<file path="config.mk">
export PLATFORM = sky130hd
export DESIGN_NAME = toggle_cover_collector
export DESIGN_NICKNAME = d
export VERILOG_FILES = /design/src/rtl/toggle_cover_pkg.sv /design/src/rtl/toggle_cover_prienc.sv /design/src/rtl/toggle_cover_collector.sv
export SDC_FILE = /design/constraint.sdc
export NUM_CORES = 1
export LEC_CHECK = 0
export CORE_UTILIZATION = 50
export CTS_CLUSTER_SIZE = 25
export DETAILED_ROUTE_END_ITERATION = 7
export GPL_TIMING_DRIVEN = 0
export PLACE_DENSITY = 0.72
export SLEW_MARGIN = 20
export SYNTH_ARGS = -nofsm -noshare
export SYNTH_HDL_FRONTEND = slang
export SYNTH_SLANG_ARGS = --single-unit
</file>
<file path="constraint.sdc">
create_clock -name clock -period 9.3 [get_ports clock]
set_input_delay 1.86 -clock clock [delete_from_list [all_inputs] [get_ports clock]]
set_output_delay 1.86 -clock clock [all_outputs]
set_load 0.05 [all_outputs]
</file>
<file path="src/rtl/toggle_cover_pkg.sv">
// Shared types and helpers for the toggle-coverage collector.
// Cover point p = 2*bit + dir, offset by the instance's global base index.
package toggle_cover_pkg;

   localparam logic DIR_RISE = 1'b0;
   localparam logic DIR_FALL = 1'b1;

   // Widest vector popcount() accepts; wider callers are truncated.
   localparam int unsigned POP_MAX_W = 256;

   typedef enum logic {
      ST_PRIME = 1'b0,
      ST_RUN   = 1'b1
   } state_e;

   function automatic int unsigned point_index(input int unsigned base,
                                               input int unsigned bit_pos,
                                               input logic        dir);
      return base + 2 * bit_pos + {31'b0, dir};
   endfunction

   function automatic int unsigned popcount(input logic [POP_MAX_W-1:0] v);
      int unsigned n;
      n = 0;
      for (int i = 0; i < POP_MAX_W; i++) begin
         n += 32'(v[i]);
      end
      return n;
   endfunction

endpackage

</file>
<file path="src/rtl/toggle_cover_prienc.sv">
// Lowest-set-bit priority encoder over the interleaved pend vector.
module toggle_cover_prienc #(
   parameter  int unsigned N  = 72,
   localparam int unsigned IW = (N > 1) ? $clog2(N) : 1
) (
   input  logic [N-1:0]  vec_i,
   output logic          found_o,
   output logic [IW-1:0] idx_o
);

   always_comb begin
      found_o = 1'b0;
      idx_o   = '0;
      for (int i = N - 1; i >= 0; i--) begin
         if (vec_i[i]) begin
            found_o = 1'b1;
            idx_o   = IW'(i);
         end
      end
   end

endmodule

</file>
<file path="src/rtl/toggle_cover_collector.sv">
// Toggle-coverage producer: first-hit detection per bit/direction, each newly
// covered point emitted once as a global index on a valid/ready stream.
module toggle_cover_collector
   import toggle_cover_pkg::*;
#(
   parameter int unsigned WIDTH       = 36,
   parameter int unsigned COVER_INDEX = 0,
   parameter int unsigned IDX_W       = 32,
   parameter int unsigned CNT_W       = $clog2(2 * WIDTH + 1)
) (
   input  logic             clock,
   input  logic             reset,
   input  logic             enable,
   input  logic             clear,
   input  logic [WIDTH-1:0] sig_in,
   output logic             out_valid,
   input  logic             out_ready,
   output logic [IDX_W-1:0] out_index,
   output logic             out_rise,
   output logic [CNT_W-1:0] hit_count
);

   localparam int unsigned NPTS = 2 * WIDTH;
   localparam int unsigned PW   = (NPTS > 1) ? $clog2(NPTS) : 1;

   state_e state_q, state_d;
   logic   prime_c, run_c;

   logic [WIDTH-1:0] prev_q, prev_d;
   logic             primed_q, primed_d;
   logic [WIDTH-1:0] rise_hit_q, rise_hit_d, fall_hit_q, fall_hit_d;
   logic [WIDTH-1:0] rise_pend_q, rise_pend_d, fall_pend_q, fall_pend_d;
   logic             out_valid_q, out_valid_d;
   logic [IDX_W-1:0] out_index_q, out_index_d;
   logic             out_rise_q, out_rise_d;
   logic [CNT_W-1:0] hit_count_q, hit_count_d;

   logic             detect_c, load_c;
   logic [WIDTH-1:0] rise_new_c, fall_new_c;
   logic [NPTS-1:0]  pend_vec_c, sel_mask_c;
   logic             sel_found_c;
   logic [PW-1:0]    sel_idx_c;

   // State register
   always_ff @(posedge clock) begin
      if (reset) begin
         state_q <= ST_PRIME;
      end else begin
         state_q <= state_d;
      end
   end

   always_comb begin
      state_d = state_q;
      case (state_q)
         ST_PRIME: state_d = ST_RUN;
         ST_RUN:   state_d = ST_RUN;
         default:  state_d = ST_PRIME;
      endcase
   end

   always_comb begin
      prime_c = 1'b0;
      run_c   = 1'b0;
      case (state_q)
         ST_PRIME: prime_c = 1'b1;
         ST_RUN:   run_c   = 1'b1;
         default:  prime_c = 1'b1;
      endcase
   end

   // Interleave pend maps so point order is bit-major with rise before fall.
   always_comb begin
      pend_vec_c = '0;
      for (int b = 0; b < WIDTH; b++) begin
         pend_vec_c[2 * b + 32'(DIR_RISE)] = rise_pend_q[b];
         pend_vec_c[2 * b + 32'(DIR_FALL)] = fall_pend_q[b];
      end
   end

   toggle_cover_prienc #(
      .N (NPTS)
   ) u_prienc (
      .vec_i   (pend_vec_c),
      .found_o (sel_found_c),
      .idx_o   (sel_idx_c)
   );

   always_comb begin
      prev_d      = sig_in;
      primed_d    = primed_q | prime_c;
      detect_c    = run_c & primed_q & enable & ~clear;
      rise_new_c  = detect_c ? (~prev_q & sig_in & ~rise_hit_q) : '0;
      fall_new_c  = detect_c ? (prev_q & ~sig_in & ~fall_hit_q) : '0;
      load_c      = ~out_valid_q | out_ready;
      sel_mask_c  = (load_c & sel_found_c) ? (NPTS'(1) << sel_idx_c) : '0;

      out_valid_d = out_valid_q;
      out_index_d = out_index_q;
      out_rise_d  = out_rise_q;
      if (load_c) begin
         out_valid_d = sel_found_c;
         if (sel_found_c) begin
            out_index_d = IDX_W'(point_index(COVER_INDEX, 32'(sel_idx_c >> 1),
                                             sel_idx_c[0]));
            out_rise_d  = (sel_idx_c[0] == DIR_RISE);
         end
      end

      // The selected point was already hit, so it can never be re-pended here.
      rise_pend_d = rise_pend_q | rise_new_c;
      fall_pend_d = fall_pend_q | fall_new_c;
      for (int b = 0; b < WIDTH; b++) begin
         if (sel_mask_c[2 * b + 32'(DIR_RISE)]) rise_pend_d[b] = 1'b0;
         if (sel_mask_c[2 * b + 32'(DIR_FALL)]) fall_pend_d[b] = 1'b0;
      end
      rise_hit_d  = rise_hit_q | rise_new_c;
      fall_hit_d  = fall_hit_q | fall_new_c;
      hit_count_d = hit_count_q
                  + CNT_W'(popcount(POP_MAX_W'({fall_new_c, rise_new_c})));

      if (clear) begin
         rise_hit_d  = '0;
         fall_hit_d  = '0;
         rise_pend_d = '0;
         fall_pend_d = '0;
         hit_count_d = '0;
         out_valid_d = 1'b0;
      end
   end

   always_ff @(posedge clock) begin
      if (reset) begin
         prev_q      <= '0;
         primed_q    <= 1'b0;
         rise_hit_q  <= '0;
         fall_hit_q  <= '0;
         rise_pend_q <= '0;
         fall_pend_q <= '0;
         out_valid_q <= 1'b0;
         out_index_q <= '0;
         out_rise_q  <= 1'b0;
         hit_count_q <= '0;
      end else begin
         prev_q      <= prev_d;
         primed_q    <= primed_d;
         rise_hit_q  <= rise_hit_d;
         fall_hit_q  <= fall_hit_d;
         rise_pend_q <= rise_pend_d;
         fall_pend_q <= fall_pend_d;
         out_valid_q <= out_valid_d;
         out_index_q <= out_index_d;
         out_rise_q  <= out_rise_d;
         hit_count_q <= hit_count_d;
      end
   end

   assign out_valid = out_valid_q;
   assign out_index = out_index_q;
   assign out_rise  = out_rise_q;
   assign hit_count = hit_count_q;

endmodule

</file>
==> impl_metrics.py, run 1 <==
metrics = {
    "status": {
        "status": "finished, final reports clean",
    },
    "global_route": {
        "grt_pass1_wl_um": 49500,
        "track_usage_pct": 32.8,
        "grt_max_degree": 22,
        "grt_overflow": 0,
        "antenna_found_initial": 0,
        "grt_pass1_vias": 8496,
    },
    "final_layout": {
        "design_area_mm2": 0.0123,
        "num_antenna_cells": 0,
        "layout-drive-gt1-share_pct": 11.9,
        "syn_to_final_growth_pct": 20.7,
        "stdcell_count": 1521,
        "final_nets": 1371,
    },
    "synthesis": {
        "synthArstFlopShare_pct": 0,
        "synth_flop_cell": "dfxtp_1",
        "yosysSeqAreaShare_pct": 38.9,
        "syn_inst": 1139,
        "syn_avg_cell_area_um2": 8.96,
        "syn-cell-area_mm2": 0.0102,
        "synth_edf_count": 0,
        "ys_ff_latch": 198,
        "yosys_warnings": 0,
        "ys_types": 66,
    },
    "route": {
        "vias_per_cell": 5.82,
        "wirelength_um": 32200,
        "first_iter_violations": 847,
        "vias": 8845,
        "ant_nets": 0,
        "drc": 0,
        "wire_per_inst_um": 21.2,
        "firstDrtPassIters": 5,
    },
    "clocking": {
        "htree_levels": 4,
        "tritoncts": "yes",
        "cts_sinks": 198,
        "clkTransAtPathRegs_ps": 80,
        "clock_path_buffers": 2,
        "cts_buffers": 17,
        "clock_latency_ps": 450,
        "cts-root-buf": "clkbuf_16",
        "hold_buffers": 0,
    },
    "place": {
        "dpl.cell_count": 1485,
        "gp_congestion": 1.02,
        "placed_area_mm2": 0.0112,
        "io_buffers": 56,
        "dp_hpwl_um": 24200,
    },
    "die": {
        "start_util_pct": 51.7,
        "die_h_um": 145,
        "die_w_um": 145,
        "coreArea_mm2": 0.0197,
        "die_area_mm2": 0.0210,
        "io_pins": 82,
        "rows": 51,
    },
    "job": {
        "maxCapViolations": 0,
    },
    "pwr": {
        "sw_frac_of_total_pct": 29.4,
        "comb_power_share_pct": 13.6,
        "pwr-share-clk_pct": 40.6,
        "p_int_uw": 1350,
        "vdd_ir_drop_max_uv": 120,
        "p_per_area_mw_per_mm2": 155,
        "p_sw_uw": 561,
        "leakage_uw": 0.00476,
        "seqPwrFrac_pct": 45.8,
    },
    "hold_path": {
        "hold_class": "reg2reg",
    },
    "critical_path": {
        "crit_arrival_ps": 9340,
        "end_kind": "flip-flop",
        "critPathRequiredTime_ps": 9600,
        "crit_fanout": 10,
        "start_kind": "input pin",
        "worstSetupPathType": "in2reg",
    },
    "timing": {
        "max-slew-margin-rel_pct": 26.4,
        "whs_ps": 451,
        "worst_pin_slew_ps": 1090,
        "report.final.slew_viol_count": 0,
        "tns_ps": 0,
        "setup_viol": 0,
        "clock.fmax_ghz": 0.111,
        "hold_viol": 0,
        "period_minus_slack_ps": 9050,
        "fin_crit_sh_pct": 97.3,
        "rsz0062_at_grt": "no",
        "skew_ps": 13.2,
    },
}
## state kept, by name, indices dropped and copies added (netlist names)
| name | flops |
|---|---|
| fall_hit_q | 36 |
| fall_pend_q | 36 |
| prev_q | 36 |
| rise_hit_q | 36 |
| rise_pend_q | 36 |
| hit_count | 7 |
| out_index | 7 |
| out_rise | 1 |
| out_valid | 1 |
| primed_q | 1 |
| state_q | 1 |
## layout make-up
class / count / area, um2
Clock inverter: 15 / 199
Tap cell: 265 / 332
Timing Repair Buffer: 62 / 608
Sequential cell: 198 / 3960
Clock buffer: 17 / 425
Multi-Input combinational cell: 785 / 5960
Buffer: 60 / 384
Fill cell: 1706 / 7400
Inverter: 119 / 447
## layout by cell type, fill, tap and decap left out, drive strengths merged, types with 3 or more instances in the layout
| cell type | netlist | routed |
|---|---|---|
| buf | 32 | 41 |
| conb | 1 | 25 |
| a21o | 5 | 5 |
| or2 | 7 | 7 |
| xor2 | 3 | 3 |
| ha | 23 | 23 |
| clkinv | 0 | 7 |
| inv | 119 | 126 |
| nor4b | 72 | 72 |
| a211oi | 4 | 4 |
| nand4 | 4 | 4 |
| o2111ai | 3 | 3 |
| dfxtp | 198 | 198 |
| o21ai | 83 | 83 |
| o21a | 5 | 5 |
| or3 | 7 | 7 |
| o311ai | 3 | 3 |
| nand2 | 13 | 13 |
| a21oi | 76 | 76 |
| nand3 | 5 | 5 |
| fa | 64 | 64 |
| clkdlybuf4s50 | 0 | 55 |
| nor2 | 204 | 204 |
| xnor2 | 5 | 5 |
| nor3 | 22 | 22 |
| a31oi | 17 | 17 |
| and2 | 8 | 8 |
| nor2b | 42 | 42 |
| or4 | 6 | 6 |
| o21bai | 5 | 5 |
| clkbuf | 29 | 42 |
| a221oi | 7 | 7 |
| a41oi | 3 | 3 |
| nor4 | 23 | 23 |
| nand2b | 10 | 10 |
## power by group through the flow
stage / Clock (uW) / Sequential, uW / Combinational (uW)
3_3_place_gp: 0 / 892 / 240
4_1_cts: 777 / 873 / 253
5_1_grt: 813 / 876 / 278
6_report: 775 / 874 / 260
2_1_floorplan: 0 / 906 / 143
3_5_place_dp: 0 / 892 / 245
## cells by family after synthesis
family          Yosys count  synth area share, %
simple gates            431                 23.0
mux                       1               0.0981
xor+xnor                  8                0.687
buf+inv                 180                 7.71
fa+ha+maj                87                 15.4
flops                   198                 38.9
other cells               1               0.0368
compound gates          233                 14.2
## path summary, 6_finish.rpt
kind                start  cells past startpoint      endpoint  slack (ps)
setup / recovery   enable                     25  hit_count[6]         250
hold reg to reg   state_q                      1      primed_q         450
setup reg to reg  state_q                     24  hit_count[6]        1760
hold / removal    state_q                      1      primed_q         450
## per-layer routing
layer | vias to the layer above | GRT usage [%] | routed length [um]
li1 | 4077 | - | -
met1 | 4229 | 44.8 | 13400
met2 | 459 | 49.3 | 14200
met3 | 80 | 6.75 | 3040
met4 | 0 | 16.5 | 1530
met5 | - | 0 | 0
## synth_stat cells (all sizes together), types with 10 or more instances
cell    number  area share [%]
nand2       13            0.48
a31oi       17             1.0
buf         32             2.3
nand2b      10            0.61
nor4        23             1.4
ha          23             2.8
nor2b       42             2.6
nor4b       72             6.2
a21oi       76             4.1
fa          64              13
nor2       204             7.5
clkbuf      29             1.1
o21ai       83             4.1
inv        119             4.4
dfxtp      198              39
nor3        22             1.2
## worst max-delay path: stages
cell	delay, ps
clkdlybuf4s50_1	460
nand4b_1	90
buf_4	200
clkbuf_4	280
nor4b_2	330
inv_1	240
fa_1	570
fa_1	440
fa_1	550
inv_1	60
fa_1	500
inv_1	70
fa_1	490
fa_1	530
fa_2	490
fa_1	500
inv_1	50
fa_2	400
fa_2	420
a21o_1	200
a21oi_2	170
o21bai_1	90
a21oi_2	160
xnor2_1	130
nor2_1	50
## metrics by stage
step           worst slack (ps)  total power, uW  util [%]
5_1_grt                    72.0             1970      62.5
6_report                    255             1910      62.5
2_1_floorplan               476             1050         -
3_5_place_dp              -1370             1140      56.9
3_3_place_gp              -1300             1130      56.7
4_1_cts                    6.40             1900      62.0
## timing repair
| item | 4_1_cts | 5_1_grt |
|---|---|---|
| setup endpoints to repair | 6 | 1 |
| setup buffers | 3 | 2 |
| gates resized for setup | 63 | 15 |
| pin swaps | 1 | 4 |
No activity file was read; power rests on OpenSTA's default activity.
==> run 2: changes to the inputs <==
--- a/config.mk
+++ b/config.mk
@@ -6,6 +6,7 @@
 export NUM_CORES = 1
 export LEC_CHECK = 0
 export CORE_UTILIZATION = 50
+export CTS_CLUSTER_DIAMETER = 120
 export CTS_CLUSTER_SIZE = 25
 export DETAILED_ROUTE_END_ITERATION = 7
 export GPL_TIMING_DRIVEN = 0
==> results of run 2 <==
No change in the layout: final DEF, timing and power equal those of run 1.
==> run 3: changes to the inputs <==
--- a/config.mk
+++ b/config.mk
@@ -7,7 +7,6 @@
 export LEC_CHECK = 0
 export CORE_UTILIZATION = 50
 export CTS_CLUSTER_DIAMETER = 120
-export CTS_CLUSTER_SIZE = 25
 export DETAILED_ROUTE_END_ITERATION = 7
 export GPL_TIMING_DRIVEN = 0
 export PLACE_DENSITY = 0.72
==> results of run 3 <==
No change in the layout: final DEF, timing and power equal those of run 1.
==> RTL change 1 (flow settings as in run 2) <==
Reset style: asynchronous (`reset`), changed in 2 clocked blocks.
--- a/src/rtl/toggle_cover_collector.sv
+++ b/src/rtl/toggle_cover_collector.sv
@@ -43,5 +43,5 @@
 
    // State register
-   always_ff @(posedge clock) begin
+   always_ff @(posedge clock or posedge reset) begin
       if (reset) begin
          state_q <= ST_PRIME;
@@ -130,5 +130,5 @@
    end
 
-   always_ff @(posedge clock) begin
+   always_ff @(posedge clock or posedge reset) begin
       if (reset) begin
          prev_q      <= '0;
Formal check against the unedited RTL: not equivalent (Yosys sat finds a counterexample within 4 cycles, from zero or initial values and one cycle with reset high; the reset may be asserted at any time).
==> RTL change 1 against run 2 <==
- worst setup slack better by 25 ps
- wire length is 2.9% lower
- synthesized area grew 5.7%
- final area increased by 4.5%
- die area is 5.6% higher
- sequential cell count stayed put
- clock skew is 4.6 ps higher
- hold slack gained 22 ps
- non-clock buffer count shrank 1
Power is not compared: it rests on default switching activity, and its combinational part moved more than twofold at a synthesized area within 25%.
==> RTL change 1: results (changes against run 2) <==
stage,metric,value,unit,change
global_routing,grtUsageTotal,29.9,%,-2.9 points
logic_synthesis,synth_xor_area_share,0.569,%,-0.12 points
clock_network,clock_path_buffers,2,,unchanged
logic_synthesis,synth.area.top_cells,"dfrtp_1 46%, fa_1 12%, nor2_1 6.4%",,
finish,layout.nets,1276,,-6.9%
route,wl_per_cell,21.8,µm,+2.9%
critical_path,ff2ff_path_depth,26,,+8.3%
route,via_per_inst,5.88,,+1.1%
critical_path,cp_slowest_stage_delay,910,ps,+340 ps
clock_network,clkLatencyLatePin,460,ps,
route,drt-initial-drc-count,752,,-11%
logic_synthesis,yosysSeqAreaShare,46.0,%,+7.1 points
placed_design,portBuffers,55,,-1.8%
power_and_ir_drop,power,0.00244,W,
outcome,status,"finished, final reports clean",,
sta,max-slew-margin-rel,17.1,%,-9.4 points
min_path,min_path_type,reg -> reg,,
placed_design,dp_slack,-1300,ps,+67.7 ps
finish,drive_above_1_share,13.5,%,+1.6 points
min_path,worstHoldStart,state_q,,
global_routing,grt_pass1_vias,8249,,-2.9%
logic_synthesis,synth_ff_type,dfrtp_1,,
global_routing,grt_max_degree,88,,+300%
critical_path,r2r-end,hit_count[6],,
logic_synthesis,synth_fa_ha_area_share,14.6,%,-0.83 points
power_and_ir_drop,pwr-share-comb,30.0,%,
critical_path,cp_slowest_cell,nor4b_1,,
critical_path,r2r_start,state_q,,
placed_design,finalWeightedCongestion,0.921,,-9.4%
logic_synthesis,synthArstFlopShare,100,%,+100 points
logic_synthesis,ys_top_cells_by_count,"198 x dfrtp_1, 184 x nor2_1, 142 x inv_1",,
global_routing,grt_pass1_wl,48000,µm,-3.1%
logic_synthesis,muxShareOfSynthArea,0,%,-0.098 points
logic_synthesis,synth_compound_area_share,13.4,%,-0.78 points
sta,worst_clock_skew,17.8,ps,+4.62 ps
logic_synthesis,synth.distinct_cells,68,,+3.0%
placed_design,place_hpwl,22900,µm,-5.5%
clock_network,cts_max_level,4,,unchanged
logic_synthesis,synth_top_family_by_area,simple AND/OR/NAND/NOR gates,,
power_and_ir_drop,pg_clk,0.000766,W,
min_path,min_to,primed_q,,
==> RTL change 1: changes by cell type after synthesis, moves of 21 or more <==
cell	change
a211oi_1	+21
dfxtp_1	-198
o21ai_0	-67
dfrtp_1	+198
inv_1	+24
nor4b_1	-37
nor2b_1	-34
nand3_1	+37
==> RTL change 1: metrics by stage <==
stage	cell area (µm²)	hold slack [ps]	std cells
floorplan	10900	427	1064
global placement	11800	444	1394
detailed placement	11900	456	1396
CTS	12700	466	1432
global route	12900	483	1436
finish	12900	473	1436
==> RTL change 1: worst max-delay path by stage <==
stage / start / endpoint / slack [ps] / depth (start not counted)
floorplan: clear / hit_count[6] / 280 / 26
global route: enable / hit_count[6] / 6 / 25
detailed placement: enable / hit_count[6] / -1300 / 24
global placement: enable / hit_count[6] / -1280 / 24
CTS: enable / hit_count[6] / 30 / 26
finish: enable / hit_count[6] / 280 / 24
==> RTL change 1: metal layers <==
| metal | track usage (%) | up-vias | share of wire [%] |
|---|---|---|---|
| met5 | 0 | - | 0 |
| met4 | 11.8 | 0 | 3.8 |
| met3 | 7.83 | 80 | 9.1 |
| met2 | 46.4 | 414 | 46 |
| met1 | 40.2 | 4204 | 41 |
| li1 | - | 3745 | - |
==> RTL change 1: timing repair <==
action	in CTS	in global routing
pin swaps	1	4
gates resized for setup	37	16
setup endpoints to repair	6	1
setup buffers	4	4
==> RTL change 1: final cells by class <==
cell class | instances | area (µm²)
plain buffers | 56 | 350
clock buffers | 17 | 425
clock inverters | 15 | 181
fillers | 1740 | 8220
inverters | 142 | 541
multi-input cells | 668 | 5410
flip-flops and latches | 198 | 4950
well taps | 275 | 344
repair buffers | 65 | 666
==> RTL change 2 (settings of run 2) <==
Made on the original files. The parameter `IDX_W` goes from 32 to 28.
--- a/src/rtl/toggle_cover_collector.sv
+++ b/src/rtl/toggle_cover_collector.sv
@@ -6,5 +6,5 @@
    parameter int unsigned WIDTH       = 36,
    parameter int unsigned COVER_INDEX = 0,
-   parameter int unsigned IDX_W       = 32,
+   parameter int unsigned IDX_W       = 28,
    parameter int unsigned CNT_W       = $clog2(2 * WIDTH + 1)
 ) (
Ports: changed (resized out_index); port bits go from 82 to 78. The function was not compared with the original's and may differ.
==> RTL change 2 against run 2 <==
- cell count down 0.59%
- worst setup slack got worse by 39 ps
- clock power decreased by 2%
- global-route usage up 0.063 points
- power decreased by 1.2%
- sequential cell count stayed put
- sequential share of layout area grew 0.34 points
- via count shrank 1.4%
- synthesized area decreased by 0.29%
- hold slack lost 12 ps
- final area down 1.0%
- wire length increased by 0.49%
- critical path type unchanged
==> RTL change 2: results (changes against run 2) <==
stage,metric,value,unit,change
logic_synthesis,synth_compound_area_share,14.3,%,+0.042 points
logic_synthesis,synth.area.top_cells,"dfxtp_1 39%, fa_1 13%, nor2_1 7.5%",,
finish,clock_buffers,19,,+2
power_and_ir_drop,ir_drop,0.115,mV,-4.3%
global_routing,grt_use_met3,8.38,%,+1.6 points
placed_design,placedInstanceArea,0.0112,mm²,-0.29%
finish,multi_input_area_share,48.4,%,about the same
global_routing,use_met1,43.6,%,-1.2 points
finish,buffer_area_share,7.77,%,-0.28 points
finish,multi_input_gates,781,,-0.51%
placed_design,dp_slack,-1460,ps,-92.6 ps
sta,worst_clock_skew,9.95,ps,-3.22 ps
sta,whs,439,ps,-12.1 ps
finish,clock_area_share,4.95,%,-0.12 points
finish,layout.nets,1362,,-0.66%
outcome,status,"finished, final reports clean",,
logic_synthesis,synth_fa_ha_area_share,15.4,%,+0.045 points
sta,tightest_slew,1090,ps,+2.93 ps
finish,seq_share,32.5,%,+0.34 points
logic_synthesis,muxShareOfSynthArea,0.0984,%,+0.00029 points
placed_design,dp.cells,1477,,-0.54%
logic_synthesis,yosysSeqAreaShare,39.0,%,+0.11 points
global_routing,grt_pass1_vias,8227,,-3.2%
route,firstDrtPassIters,6,,+1
critical_path,r2r-end,hit_count[6],,
finish,drive_above_1_share,11.4,%,-0.56 points
logic_synthesis,syn_area_per_cell,8.96,µm²,about the same
global_routing,grtUsageTotal,32.9,%,+0.063 points
logic_synthesis,synth_xor_area_share,0.689,%,+0.0020 points
finish,n_fill_cell,1702,,-0.23%
critical_path,worstPathArrival,9390,ps,+50 ps
critical_path,r2r_setup_slack,1740,ps,-20 ps
route,vias,8721,,-1.4%
power_and_ir_drop,leakagePower,4.68,nW,-1.7%
finish,nNonClkBuffers,117,,-4.1%
global_routing,use_met2,51.0,%,+1.7 points
placed_design,finalWeightedCongestion,0.986,,-2.9%
power_and_ir_drop,switching_share,28.6,%,-0.74 points
global_routing,antenna_found_initial,2,,+2
==> RTL change 2: power groups by stage <==
stage	clock network (W)	registers, W	logic (W)
floorplan	0	0.000906	0.000138
global placement	0	0.000892	0.000236
detailed placement	0	0.000892	0.000240
CTS	0.000762	0.000873	0.000247
global route	0.000794	0.000876	0.000269
finish	0.000758	0.000874	0.000253
==> RTL change 2: timing repair <==
item	4_1_cts	5_1_grt
hold endpoints to repair	0	0
buffers inserted	3	1
pin swaps	1	2
gates resized for setup	59	7
endpoints found under the setup margin	6	2
==> RTL change 2: layer usage <==
| layer | wire length [µm] | vias to the layer above |
|---|---|---|
| met1 | 13600 | 4168 |
| met2 | 14600 | 423 |
| li1 | - | 4066 |
| met3 | 2930 | 64 |
| met4 | 1200 | 0 |
| met5 | 0 | - |
==> RTL change 2: worst max-delay path by stage <==
stage,to,slack (ps),cells past startpoint
6_report,hit_count[6],220,25
5_1_grt,hit_count[6],4,25
4_1_cts,hit_count[6],20,27
3_5_place_dp,hit_count[6],-1460,27
3_3_place_gp,hit_count[6],-1450,27
2_1_floorplan,hit_count[6],480,26
==> RTL change 2: worst reg2reg max path: stages (launching register included) <==
cell and delay (ps):
dfxtp_1 330, nand4b_1 100, buf_4 190, clkbuf_8 220
nor4b_4 400, inv_1 210, fa_1 590, fa_1 450
fa_1 560, inv_1 60, fa_1 530, inv_1 70
fa_1 480, fa_1 520, fa_2 480, fa_1 500
inv_1 50, fa_2 400, fa_2 430, a21o_1 200
a21oi_2 180, o21bai_1 90, a21oi_1 180, xnor2_1 140
nor2_1 60
